**src/rtl/ram_4002.sv**
```systemverilog
// rtl/ram_4002.sv - MCS-4 4002 RAM data chip model on the 4004 nibble bus
// Build option: RAM4002_OUTPUT_PORT_EN adds the WMP-driven port_o register.
module ram_4002 #(
  parameter logic [1:0] CHIP_ID = 2'd0
) (
  input  logic       eclk,
  input  logic       ereset,
  input  logic       clk1,
  input  logic       clk2,
  input  logic       sync,
  input  logic       cm_ram,
  input  logic [3:0] db_i,
  output logic [3:0] db_o,
  output logic       db_oe,
  output logic [3:0] port_o
);

  typedef enum logic [3:0] {
    PH_IDLE, PH_A1, PH_A2, PH_A3, PH_M1, PH_M2, PH_X1, PH_X2, PH_X3
  } phase_t;

  phase_t     phase;
  phase_t     phase_nxt;
  logic       clk2_q;
  logic       strobe;
  logic       selected;
  logic       src_half;
  logic [1:0] reg_sel;
  logic [3:0] char_sel;
  logic [3:0] opr;
  logic [3:0] opa;
  logic       io_cmd;
  logic       rd_en;
  logic [3:0] rd_data;
  logic [3:0] main_mem   [0:63];
  logic [3:0] status_mem [0:15];
  logic       unused_clk1;

  assign unused_clk1 = clk1;
  assign strobe      = clk2 & ~clk2_q;

  always_comb begin
    phase_nxt = PH_IDLE;
    if (sync) begin
      phase_nxt = PH_A1;
    end else begin
      case (phase)
        PH_A1:   phase_nxt = PH_A2;
        PH_A2:   phase_nxt = PH_A3;
        PH_A3:   phase_nxt = PH_M1;
        PH_M1:   phase_nxt = PH_M2;
        PH_M2:   phase_nxt = PH_X1;
        PH_X1:   phase_nxt = PH_X2;
        PH_X2:   phase_nxt = PH_X3;
        default: phase_nxt = PH_IDLE;
      endcase
    end
  end

  // Read data is presented for the whole X2 phase; db_oe/db_o register it.
  always_comb begin
    rd_en   = 1'b0;
    rd_data = 4'h0;
    if (phase == PH_X2 && io_cmd && selected) begin
      case (opa)
        4'h8, 4'h9, 4'hB: begin
          rd_en   = 1'b1;
          rd_data = main_mem[{reg_sel, char_sel}];
        end
        4'hC, 4'hD, 4'hE, 4'hF: begin
          rd_en   = 1'b1;
          rd_data = status_mem[{reg_sel, opa[1:0]}];
        end
        default: ;
      endcase
    end
  end

  always_ff @(posedge eclk) begin
    if (ereset) begin
      phase    <= PH_IDLE;
      clk2_q   <= 1'b0;
      selected <= 1'b0;
      src_half <= 1'b0;
      reg_sel  <= 2'd0;
      char_sel <= 4'h0;
      opr      <= 4'h0;
      opa      <= 4'h0;
      io_cmd   <= 1'b0;
      db_o     <= 4'h0;
      db_oe    <= 1'b0;
      for (int i = 0; i < 64; i++) main_mem[i] <= 4'h0;
      for (int i = 0; i < 16; i++) status_mem[i] <= 4'h0;
    end else begin
      clk2_q <= clk2;
      db_oe  <= rd_en;
      db_o   <= rd_en ? rd_data : 4'h0;
      if (strobe) begin
        phase <= phase_nxt;
        case (phase)
          PH_M1: opr <= db_i;
          PH_M2: begin
            opa    <= db_i;
            io_cmd <= (opr == 4'hE) && cm_ram && selected;
          end
          PH_X2: begin
            // cm_ram during X2 marks the first half of an SRC address
            if (cm_ram) begin
              selected <= (db_i[3:2] == CHIP_ID);
              reg_sel  <= db_i[1:0];
              src_half <= 1'b1;
            end
            if (io_cmd && selected) begin
              if (opa == 4'h0) main_mem[{reg_sel, char_sel}] <= db_i;
              if (opa[3:2] == 2'b01) status_mem[{reg_sel, opa[1:0]}] <= db_i;
            end
          end
          PH_X3: begin
            if (src_half) char_sel <= db_i;
            src_half <= 1'b0;
            io_cmd   <= 1'b0;
          end
          default: ;
        endcase
      end
    end
  end

`ifdef RAM4002_OUTPUT_PORT_EN
  always_ff @(posedge eclk) begin
    if (ereset) begin
      port_o <= 4'h0;
    end else if (strobe && phase == PH_X2 && io_cmd && selected && opa == 4'h1) begin
      port_o <= db_i;
    end
  end
`else
  assign port_o = 4'h0;
`endif

endmodule

```
**config.mk**
```make
export PLATFORM = sky130hd
export DESIGN_NAME = ram_4002
export DESIGN_NICKNAME = d
export VERILOG_FILES = /design/src/rtl/ram_4002.sv
export SDC_FILE = /design/constraint.sdc
export NUM_CORES = 1
export LEC_CHECK = 0
export CORE_AREA = 5 5 204 127
export DETAILED_ROUTE_END_ITERATION = 7
export DIE_AREA = 0 0 209 132
export HOLD_SLACK_MARGIN = 0.12
export PLACE_DENSITY = 0.84
export SYNTH_ARGS = -nofsm -noshare
export SYNTH_HDL_FRONTEND = slang
export SYNTH_SLANG_ARGS = --single-unit
```
**constraint.sdc**
```tcl
create_clock -name eclk -period 4.3 [get_ports eclk]
set_clock_uncertainty 0.2 [all_clocks]
set_input_delay 0.43 -clock eclk [delete_from_list [all_inputs] [get_ports eclk]]
set_output_delay 0.43 -clock eclk [all_outputs]
set_load 0.02 [all_outputs]
```
[Word level (Yosys, flattened, before mapping)]
Memory sizes are Yosys's and may differ from the RTL's.
Cells that the tools add are included.
Cells by class
  multiplexer cells: 28
  bitwise logic cells: 4
  reductions and logical operators: 21
  shift-type cells: 0
  multipliers: 0
  divide/modulo/power cells: 0
  $lt $le $gt $ge: 0
  add/sub/neg operators: 0
  equal/unequal tests: 18
Operator list (number)
  $eq A4 B4 Y1 const B: 9
  $pmux W4 S7: 1
  $mux W1: 19
  $eq A4 B3 Y1 const B: 4
  $mux W4: 4
  $reduce_or A4 Y1: 3
  $reduce_and A3 Y1: 3
  $eq A4 B2 Y1 const B: 2
  $pmux W4 S2: 1
  $reduce_or A7 Y1: 1
  $mux W6: 1
  $reduce_and A2 Y1: 3
  $reduce_or A3 Y1: 2
  $logic_and A1 B1 Y1: 5
  $eq A4 B1 Y1 const B: 1
  $logic_not A4 Y1: 1
  $pmux W1 S2: 2
  $reduce_bool A2 Y1: 2
  $not A1 Y1: 3
  $eq A2 B1 Y1 const B: 1
  $logic_not A2 Y1: 1
  $ne A2 B2 Y1 const B: 1
  $and A1 B1 Y1: 1
Storage, ports and cells
  register bits after elaboration: 27
  bits in latches: 0
  memory bits (writable): 320
  memories: 2
  bits in read-only memories: 0
  logic and storage cells: 84
  input bits: 10
  output and inout bits: 9
Memory list
  main_mem: words 64, width 4, rd ports 1, clocked after memory_dff 0, write ports 64, line 35  | logic [3:0] main_mem [0:63];
  status_mem: words 16, width 4, rd ports 1, clocked after memory_dff 0, write ports 16, line 36  | logic [3:0] status_mem [0:15];

[Depth between registers and ports, before layout]
  depth in word-level cells: 9
  gate-level depth with buffers: 9
  gate-level depth less buffers: 6

[Worst setup path before layout]
No wires, ideal clock.
  path kind: in2reg
  start: input ereset
  end: memory main_mem[62][0], enable pin
  buffers on the path: 1
  path slack: 2.048 ns
  data arrival time: 1.714 ns
  cell stages on the path: 7
  library setup time: 0.338 ns
  required time: 3.762 ns
  cells stage by stage: nand3b_1 -> nor4_1 -> nand2_1 -> nor2_1 -> nand2_1 -> buf_2 -> o21bai_1
RTL lines
  start, declared: line 7  | input logic ereset,
  end, declared: line 35

==> results.md <==
- The final hold violation count is 0.
- Once detail routing completed, the nets flagged for antenna violations numbered 0.
- The highest fanout seen on the critical path is 25.
- In the layout the commonest cells are 320 x sky130_fd_sc_hd__edfxtp_1, 317 x sky130_fd_sc_hd__nor2_1, 71 x sky130_fd_sc_hd__mux2i_1.
- The number of pins with negative max-slew slack in the final report is 0.
- Clock tree synthesis inserted a total of 31 buffers.
- At the worst endpoint, the arrival time is 3280 ps.
- CTS built an H-tree with a depth of 1.
- The final worst hold slack is 264 ps.
- The beginning of the worst register-to-register path is char_sel[0].
- Wires add up to 40100 um.
- The mapped netlist covers 15900 sq um.
- The capture instance of the worst register-to-register path is main_mem[57][0].
- The clock period could shrink to 3260 ps.
- After detailed routing, the number of remaining DRC violations is 0.
- The worst slew slack as a fraction of its limit is 0.145.
- The number of antenna violations at the first check in global routing is 0.
- Ranked by total cell area, the synthesized netlist is headed by sky130_fd_sc_hd__edfxtp_1 61%, sky130_fd_sc_hd__nor2_1 7.5%, sky130_fd_sc_hd__mux2i_1 4.5%.
- The worst setup path category is flop to flop.
- Routability-driven placement finished with a final weighted congestion of 0.886.
- In this run the register-to-register setup slack is 1040 ps.
- The leakage component of the power is 5.29 nW.
- The worst setup path is captured at a flop.
- The library cell used most frequently in the layout, excluding fill and tap cells, is sky130_fd_sc_hd__edfxtp_1.
- The die covers 27600 sq um.
- The maximum number of buffers from clock root to sink is 3.
- The synthesized netlist contains 58 unique library cells.
- The buffers plus inverters on the worst setup path is 1.
- In this run, placement finished with an instance count of 1572.
- The cell type of the slowest stage on the worst timing path is sky130_fd_sc_hd__dfxtp_1.
- The number of synthesized flops with an enable pin is 320.
- The average cell area after synthesis is 12.1 sq um.
- Detailed placement finished with a half-perimeter wire length of 26600 um.
- The maximum clock frequency is 0.307 GHz.
- The number of instances in the synthesized netlist is 1311.
- The most used flip-flop cell after synthesis is sky130_fd_sc_hd__edfxtp_1.
- The number of synthesis warnings is 0.
- Max-cap violations in this run came to 0.
- The measured slew at the worst slew-check pin is 1280 ps.
- Across every metal layer, demand over resource in global routing totals 0.288.
- For this run, the register share of the synthesized area comes to 0.639.
- The filler cell count in the final layout is 1567.
- Setup repair after global routing left no endpoint under its margin.
- The count of buffers from port buffering is 13.
- The worst register-to-register path has a depth of 4.
- VDD sags by at most 0.342 mV.
- The clock transition at the registers of the reported paths is 70 ps.
- 0 antenna diodes ended up in the layout.
- STA classifies the critical path startpoint as a flop.
- TritonCTS built the clock tree.
- The start point of the worst hold path is opr[0].
- The largest net degree at the start of global routing is 103.
- The number of synthesized register bits is 347.
- The finished layout holds 1629 standard cells, fillers aside.
- The clock reaches the later pin of the worst-skew pair after 570 ps.
- The detailed-route via count is 11100.
- The via count of the first global-routing pass is 10400.
- The cell area power density is 397 nW/um^2.
- The flow ran to the end, and the final reports show no timing, DRC or antenna violations.
- The data required time of the worst path is 4320 ps.
- Along the worst hold path, the cell count comes to 1.
- The class of the most critical hold timing path is flop to flop.
- The number of core rows is 44.
- The number of DRC markers after the initial detailed-route iteration is 1926.
- The highest cell delay on the worst timing path is 820 ps.
- Gates resized during post-CTS repair numbered 0.
- The share of synthesized area in the top cell type comes to 0.605.
- In the final design database the tool counted 1294 nets.
- The area inside the core boundary is 23800 sq um.
- Of all cell types, the one taking the most synthesized area is sky130_fd_sc_hd__edfxtp_1.
- The boundary pin count is 19.
- Clock tree synthesis selected as its root buffer the cell sky130_fd_sc_hd__clkbuf_16.
- The average detailed-routed wire length per instance is 24.6 um.
- The total overflow left after global routing is 0.
- The CTS sink count is 347.
- In this run the horizontal extent of the chip is 209 um.
- The completed layout was analyzed and its total power is 6.82 mW.
- The number of setup violations in the final report is 0.
- On the critical path the largest part of the delay comes from simple AND/OR/NAND/NOR gates.
- The signal on the critical path passes through nor2b_2 > nand2_1 > buf_4 > o21bai_1.
- The number of detailed-route iterations in the first pass is 6.
- The worst-case hold path end point is io_cmd.
- Dividing the final minimum period by the clock period gives 0.758.
- The effective utilization at floorplan is 0.668.
- The post-synthesis async set-or-reset flop share is 0.
- In the routed layout, each cell is associated on average with a via count of 6.78.
- The proportion of layout cells with a drive suffix above 1 is 0.0926.
- In the final timing run, aggregate negative setup slack is 0 ps.
- The area growth from synthesis to layout is 8.27%.
- The die span in y is 132 um.
- The first global-routing pass estimated 61700 um of wire.
-- metrics by stage --
stage	utilization	setup slack (ps)	instance area, sq um
after floorplan	-	2050	15900
after global placement	0.682	925	16200
after detailed placement	0.682	743	16200
after CTS	0.723	1160	17200
after global routing	0.723	938	17200
final	0.723	1040	17200
-- Yosys cell counts (10+ instances only) --
| library cell | n |
|---|---|
| sky130_fd_sc_hd__edfxtp_1 | 320 |
| sky130_fd_sc_hd__nor2_1 | 318 |
| sky130_fd_sc_hd__mux2i_1 | 71 |
| sky130_fd_sc_hd__and2_1 | 68 |
| sky130_fd_sc_hd__o21bai_1 | 64 |
| sky130_fd_sc_hd__nand2_1 | 63 |
| sky130_fd_sc_hd__clkbuf_1 | 56 |
| sky130_fd_sc_hd__a221oi_1 | 40 |
| sky130_fd_sc_hd__buf_2 | 31 |
| sky130_fd_sc_hd__dfxtp_1 | 27 |
| sky130_fd_sc_hd__o21ai_0 | 27 |
| sky130_fd_sc_hd__o22ai_1 | 25 |
| sky130_fd_sc_hd__nand3_1 | 21 |
| sky130_fd_sc_hd__mux4_2 | 20 |
| sky130_fd_sc_hd__buf_1 | 16 |
| sky130_fd_sc_hd__or2_1 | 14 |
| sky130_fd_sc_hd__a21oi_1 | 12 |
| sky130_fd_sc_hd__buf_4 | 10 |
| sky130_fd_sc_hd__nand2b_1 | 10 |
| sky130_fd_sc_hd__nor2b_1 | 10 |
-- power by group --
group          internal, mW  switching (mW)
sequential             3.83          0.0567
clock                  1.50            1.22
combinational        0.0741           0.147
total                  5.40            1.42
-- metal layers --
layer / GRT usage / wire, um
met1: 0.449 / 15600
met2: 0.400 / 16900
met3: 0.0973 / 6640
met4: 0.0583 / 921
met5: 0 / 0
-- flip-flops by register name, summed over array words and instances, names as in the netlist --
| register | flops |
|---|---|
| char_sel | 4 |
| clk2_q | 1 |
| db_o | 4 |
| db_oe | 1 |
| io_cmd | 1 |
| main_mem | 256 |
| opa | 4 |
| opr | 4 |
| phase | 4 |
| reg_sel | 2 |
| selected | 1 |
| src_half | 1 |
| status_mem | 64 |
-- cell type report --
| type | count | area (sq um) | share of cell area |
|---|---|---|---|
| sequential | 347 | 10200 | 0.591 |
| timing repair buffer | 51 | 425 | 0.0247 |
| multi-input combinational | 847 | 5210 | 0.303 |
| tap | 322 | 403 | 0.0234 |
| clock inverter | 21 | 184 | 0.0107 |
| inverter | 6 | 22.5 | 0.00131 |
| clock buffer | 35 | 791 | 0.0460 |
-- worst max-delay path by stage --
stage | to | start | cells past startpoint | slack, ps
finish | main_mem[57][0] | char_sel[0] | 4 | 1040
floorplan | main_mem[62][0] | ereset | 7 | 2050
detailed placement | main_mem[57][0] | clk2 | 8 | 740
CTS | main_mem[57][0] | char_sel[0] | 4 | 1160
global route | main_mem[17][0] | ereset | 9 | 940
global placement | main_mem[57][0] | clk2 | 8 | 920
-- cell families after synthesis --
group,after synthesis,share of synthesized area
and+or+nand+nor,530,0.148
DFF,347,0.639
AOI/OAI and AO/OA,218,0.103
buffers and inverters,120,0.0336
muxes,95,0.0762
other,1,0.000236
-- what timing repair did --
action,in CTS,in global routing
buffers inserted,0,0
hold endpoints to repair,1,0
hold buffers,1,0
Power figures use the tool's default switching activity.
